===== config.mk =====
export PLATFORM = sky130hd
export DESIGN_NAME = ps2_rx_ctrl
export DESIGN_NICKNAME = d
export VERILOG_FILES = /design/src/rtl/ps2_ctrl_pkg.sv /design/src/rtl/ps2_sync_fifo.sv /design/src/rtl/ps2_rx_ctrl.sv
export SDC_FILE = /design/constraint.sdc
export NUM_CORES = 1
export LEC_CHECK = 0
export CAP_MARGIN = 40
export CORE_MARGIN = 8
export CORE_UTILIZATION = 45
export CTS_CLUSTER_DIAMETER = 200
export DETAILED_ROUTE_END_ITERATION = 6
export GPL_TIMING_DRIVEN = 0
export PLACE_DENSITY = 0.69
export SLEW_MARGIN = 20
export SYNTH_ARGS = -nofsm -noshare
export SYNTH_HDL_FRONTEND = slang
export SYNTH_SLANG_ARGS = --single-unit

===== constraint.sdc =====
create_clock -name clk -period 2.5 [get_ports clk]
set_clock_uncertainty 0.1 [all_clocks]
set_input_delay 0.375 -clock clk [delete_from_list [all_inputs] [get_ports clk]]
set_output_delay 0.375 -clock clk [all_outputs]
set_load 0.05 [all_outputs]

===== src/rtl/ps2_ctrl_pkg.sv =====
// Shared types and register bit positions for the PS/2 receive controller.
package ps2_ctrl_pkg;

  // Decoder handshake sequencer states
  typedef enum logic [1:0] {
    IDLE     = 2'd0,
    CAPTURE  = 2'd1,
    CLEAR    = 2'd2,
    WAIT_LOW = 2'd3
  } ps2_state_e;

  // Status register bit positions
  localparam int unsigned ST_NEMPTY  = 0;
  localparam int unsigned ST_FULL    = 1;
  localparam int unsigned ST_OVF     = 2;
  localparam int unsigned ST_IRQEN   = 3;
  localparam int unsigned ST_CNT_LSB = 4;

  // Control register bit positions
  localparam int unsigned CTL_OVF_CLR = 2;
  localparam int unsigned CTL_IRQEN   = 3;
  localparam int unsigned CTL_FLUSH   = 7;

  // FIFO count width; holds 0..8, which is the largest legal depth
  localparam int unsigned CNT_W  = 4;
  localparam int unsigned DATA_W = 8;

endpackage


===== src/rtl/ps2_sync_fifo.sv =====
// Small circular-buffer FIFO for received scancodes.
module ps2_sync_fifo
  import ps2_ctrl_pkg::*;
#(
  parameter int unsigned DEPTH = 8
) (
  input  logic              clk,
  input  logic              reset,
  input  logic              push,
  input  logic              pop,
  input  logic              flush,
  input  logic [DATA_W-1:0] push_data,
  output logic [DATA_W-1:0] head,
  output logic [CNT_W-1:0]  count,
  output logic              full,
  output logic              empty
);

  localparam int unsigned PW = (DEPTH > 1) ? $clog2(DEPTH) : 1;

  logic [DATA_W-1:0] mem [DEPTH];
  logic [PW-1:0]     wr_ptr;
  logic [PW-1:0]     rd_ptr;
  logic              pop_ok;
  logic              push_ok;

  assign full  = (count == CNT_W'(DEPTH));
  assign empty = (count == '0);
  assign head  = mem[rd_ptr];

  // A pop on empty is ignored; a push on full is accepted only if a pop frees a slot
  always_comb begin
    pop_ok  = pop && !empty;
    push_ok = push && (!full || pop_ok);
  end

  // Storage array; flush discards any same-cycle push
  always_ff @(posedge clk) begin
    if (push_ok && !flush) begin
      mem[wr_ptr] <= push_data;
    end
  end

  // Pointers and occupancy; DEPTH is a power of two so pointers wrap naturally
  always_ff @(posedge clk) begin
    if (reset || flush) begin
      wr_ptr <= '0;
      rd_ptr <= '0;
      count  <= '0;
    end else begin
      if (push_ok) wr_ptr <= wr_ptr + PW'(1);
      if (pop_ok)  rd_ptr <= rd_ptr + PW'(1);
      case ({push_ok, pop_ok})
        2'b10:   count <= count + CNT_W'(1);
        2'b01:   count <= count - CNT_W'(1);
        default: count <= count;
      endcase
    end
  end

endmodule


===== src/rtl/ps2_rx_ctrl.sv =====
// Captures PS/2 decoder bytes into a FIFO and exposes data/status/control to the CPU bus.
module ps2_rx_ctrl
  import ps2_ctrl_pkg::*;
#(
  parameter int unsigned DEPTH      = 8,
  parameter int unsigned IRQ_THRESH = 1
) (
  input  logic              clk,
  input  logic              reset,
  input  logic              dec_valid,
  input  logic [DATA_W-1:0] dec_data,
  output logic              dec_clr,
  input  logic              reg_sel,
  input  logic              rd_strobe,
  input  logic              wr_strobe,
  input  logic [DATA_W-1:0] wr_data,
  output logic [DATA_W-1:0] rd_data,
  output logic              irq
);

  ps2_state_e        state;
  logic              ovf;
  logic              irq_en;

  logic              fifo_full;
  logic              fifo_empty;
  logic [CNT_W-1:0]  fifo_count;
  logic [DATA_W-1:0] fifo_head;

  logic              capture;
  logic              pop_req;
  logic              ctl_wr;
  logic              flush;
  logic              ovf_set;
  logic [DATA_W-1:0] status;
  logic              unused_wr_bits;

  // Bus-side decode; a dropped byte sets overflow only if no pop frees room and no flush wins
  always_comb begin
    capture = (state == CAPTURE);
    pop_req = rd_strobe && !reg_sel;
    ctl_wr  = wr_strobe && reg_sel;
    flush   = ctl_wr && wr_data[CTL_FLUSH];
    ovf_set = capture && fifo_full && !pop_req && !flush;
  end

  assign unused_wr_bits = ^{wr_data[6:4], wr_data[1:0]};

  // Status byte assembly
  always_comb begin
    status                         = '0;
    status[ST_NEMPTY]              = !fifo_empty;
    status[ST_FULL]                = fifo_full;
    status[ST_OVF]                 = ovf;
    status[ST_IRQEN]               = irq_en;
    status[ST_CNT_LSB +: CNT_W]    = fifo_count;
  end

  ps2_sync_fifo #(
    .DEPTH (DEPTH)
  ) u_fifo (
    .clk       (clk),
    .reset     (reset),
    .push      (capture),
    .pop       (pop_req),
    .flush     (flush),
    .push_data (dec_data),
    .head      (fifo_head),
    .count     (fifo_count),
    .full      (fifo_full),
    .empty     (fifo_empty)
  );

  // Decoder handshake: capture once, pulse clear, then wait for valid to drop
  always_ff @(posedge clk) begin
    if (reset) begin
      state   <= IDLE;
      dec_clr <= 1'b0;
    end else begin
      dec_clr <= 1'b0;
      case (state)
        IDLE: begin
          if (dec_valid) state <= CAPTURE;
        end
        CAPTURE: begin
          state   <= CLEAR;
          dec_clr <= 1'b1;
        end
        CLEAR: begin
          state <= WAIT_LOW;
        end
        WAIT_LOW: begin
          if (!dec_valid) state <= IDLE;
        end
        default: state <= IDLE;
      endcase
    end
  end

  // Sticky overflow (set beats clear) and interrupt enable
  always_ff @(posedge clk) begin
    if (reset) begin
      ovf    <= 1'b0;
      irq_en <= 1'b0;
    end else begin
      if (ovf_set) begin
        ovf <= 1'b1;
      end else if (ctl_wr && wr_data[CTL_OVF_CLR]) begin
        ovf <= 1'b0;
      end
      if (ctl_wr) irq_en <= wr_data[CTL_IRQEN];
    end
  end

  // Registered read mux and interrupt, both one cycle behind the state they report
  always_ff @(posedge clk) begin
    if (reset) begin
      rd_data <= '0;
      irq     <= 1'b0;
    end else begin
      rd_data <= reg_sel ? status : (fifo_empty ? '0 : fifo_head);
      irq     <= irq_en && ((fifo_count >= CNT_W'(IRQ_THRESH)) || ovf);
    end
  end

endmodule


==> results.txt <==
Initial antenna violation count = 0
Synth Net Count = 281
Ys Warns = 0
Share of cells above drive strength 1 = 18.3%
Fillers = 666
Hold WS = 0.296 ns
Flops & latches, synth = 91
Number of synthesized flops with an enable pin = 64
Iteration-0 DRC Markers = 145
Startpoint types = flop
Cell variety after synth = 42
Nets = 329
Congestion Overflow GR = 0
Max-slew headroom = 45.6%
Root Driver = clkbuf_8
Post-synth top cells = edfxtp_1 (64), mux2i_1 (36), dfxtp_1 (27)
Post-route DRC = 0
P&R area growth vs syn = 20.7%
Die area = 0.0114 mm2
Die height = 107 um
DR vias = 2184
Slowest cell delay on critical path = 0.46 ns
Min Tclk post-route = 2.36 ns
Ranking of synthesized cells by area = edfxtp_1 (52%), dfxtp_1 (15%), mux2i_1 (9.8%)
Post-synth top area share = 52.0%
Max Cap Violations = 0
Main synth FF type = edfxtp_1
DRT Wirelength = 7470 um
Critical-path top delay cell = or4b_1
Largest net degree at the start of global routing = 17
Most numerous cell in the Yosys netlist = edfxtp_1
Critical path class = flop to flop
Core area = 0.00809 mm2
PD cells = 857 mW/mm2
Synthesized instance count = 248
Drt wl/cell = 18.4 um
Worst hold start = reg_sel
Number of global-route vias before repair = 2163
HP Class = input port to flop
Setup violators final = 0
Clock buffer count from CTS = 9
DIE WIDTH = 107 um
Final worst slack = 0.140 ns
Final Cycle Share = 94.4%
Drt pass-1 iters = 4
VDD IR max = 0.532 mV
Crit path DAT = 2.49 ns
Status = finished clean
Worst Path Max Fanout = 7
CTS sink count = 91
Final Max Tran Viols = 0
Buffers on Ports = 25
Worst reg2reg path startpoint = u_fifo.count[0]
Cell Area, Synth = 0.00369 mm2
F_max = 0.424 GHz
Io pins = 32
GRT Overall Usage = 13.7%
Post-DP HPWL = 5180 um
Final hold viol count = 0
ANT nets after route = 0
Worst slew pin tran = 0.809 ns
N_diodes = 0
Worst-path clk slew = 0.09 ns
Row count = 33
Syn avg cell area = 14.9 um2
Hold Buf Count CTS = 0
Clock Latency Late Sink = 0.35 ns
Starting density of the core = 45.6%
Seq/Total Area, Yosys = 66.7%
Area leader, netlist = edfxtp_1
Critical Path End Type = flop
Max clock buf depth = 2
Via density = 5.38
CP Cell Sequence = inv_1 -> ha_2 -> or3b_1 -> and2_1 -> buf_2 -> ha_4 -> or4b_1 -> a21oi_2 -> xnor2_1 -> nor2_1
CTS tree = built
RSZ-0062 raised after global routing = false
Worst EP required = 2.63 ns
Asr flop ratio synth = 0%
First-pass GRT wire length = 11800 um
H-Tree Depth = 3
Routability cong. = 0.798
Critical Path Start = u_fifo.count[0]
Pre-CTS setup slack = -0.246 ns
Static Leak = 1.47 nW
==> cells in the final DEF (no fill, tap or decap), drive strengths merged, types with 3 or more instances in the layout <==
master	n
a22oi	10
ha	11
a32o	5
mux4	3
inv	8
buf	18
o21ai	3
dfxtp	27
nor3	7
xor2	5
nor2	20
edfxtp	64
mux2i	36
nand2	4
clkbuf	14
a21oi	4
clkdlybuf4s50	25
nand3	5
a211oi	3
==> cells by family after synthesis <==
kind of cell / Yosys count / share of synthesized area [%]
xor+xnor: 7 / 1.66
buf+inv: 17 / 2.61
mux: 39 / 11.6
simple gates: 54 / 7.69
flops: 91 / 66.7
compound gates: 29 / 6.06
fa+ha+maj: 11 / 3.73
==> worst paths after layout <==
check                          to  slack (ns)  cells after the start
setup / recovery  u_fifo.count[3]        0.14                     10
hold / removal             irq_en        0.30                      3
hold reg to reg            irq_en        0.43                      2
setup reg to reg  u_fifo.count[3]        0.14                     10
==> per-layer routing <==
layer | global-route usage, % | vias up | share of wire, %
li1 | - | 1036 | -
met1 | 17.5 | 1065 | 45
met2 | 21.8 | 72 | 48
met3 | 4.08 | 11 | 5.6
met4 | 4.22 | 0 | 1.3
met5 | 0 | - | 0
==> report_power, final <==
group / leakage [nW] / switching [mW] / internal [mW]
logic: 0.574 / 0.560 / 0.419
registers: 0.799 / 0.0894 / 1.78
clock network: 0.0962 / 0.511 / 0.469
total: 1.47 / 1.16 / 2.66
==> cell type report <==
cell class	count	area, um2	share of cell area, %
flip-flops and latches	91	2470	55.4
multi-input cells	140	1210	27.2
repair buffers	37	350	7.86
well taps	105	131	2.95
clock buffers	9	124	2.78
clock inverters	7	76.3	1.71
plain buffers	11	73.8	1.66
inverters	6	22.5	0.505
==> repair_timing <==
action	4_1_cts	5_1_grt
endpoints found under the setup margin	5	11
pin swaps	1	1
gates resized for setup	5	6
setup buffers	3	1
==> through the flow <==
| stage | util (%) | cell area (um2) | instances | total power, mW | TNS (ns) |
|---|---|---|---|---|---|
| after global placement | 50.4 | 4080 | 378 | 2.67 | -35.29 |
| after CTS | 54.4 | 4400 | 405 | 3.75 | 0 |
| after global routing | 55.1 | 4460 | 406 | 4.02 | 0 |
| after detailed placement | 51.5 | 4170 | 386 | 2.72 | -1.04 |
| final | 55.1 | 4460 | 406 | 3.82 | 0 |
| after floorplan | - | 3690 | 248 | 2.44 | 0 |
==> critical path, delay by kind of cell, from the launching register on <==
kind,cells,cell delay [ns]
compound gates,1,0.17
buf+inv,2,0.22
simple gates,4,0.84
flops,1,0.41
xor+xnor,1,0.13
fa+ha+maj,2,0.38
==> state kept, by name, indices dropped and copies added, names as in the netlist, named ones only <==
signal         count
irq                1
irq_en             1
state              2
u_fifo.mem        64
ovf                1
dec_clr            1
u_fifo.rd_ptr      3
u_fifo.count       4
u_fifo.wr_ptr      3
rd_data            8
Power figures use the tool's default switching activity.
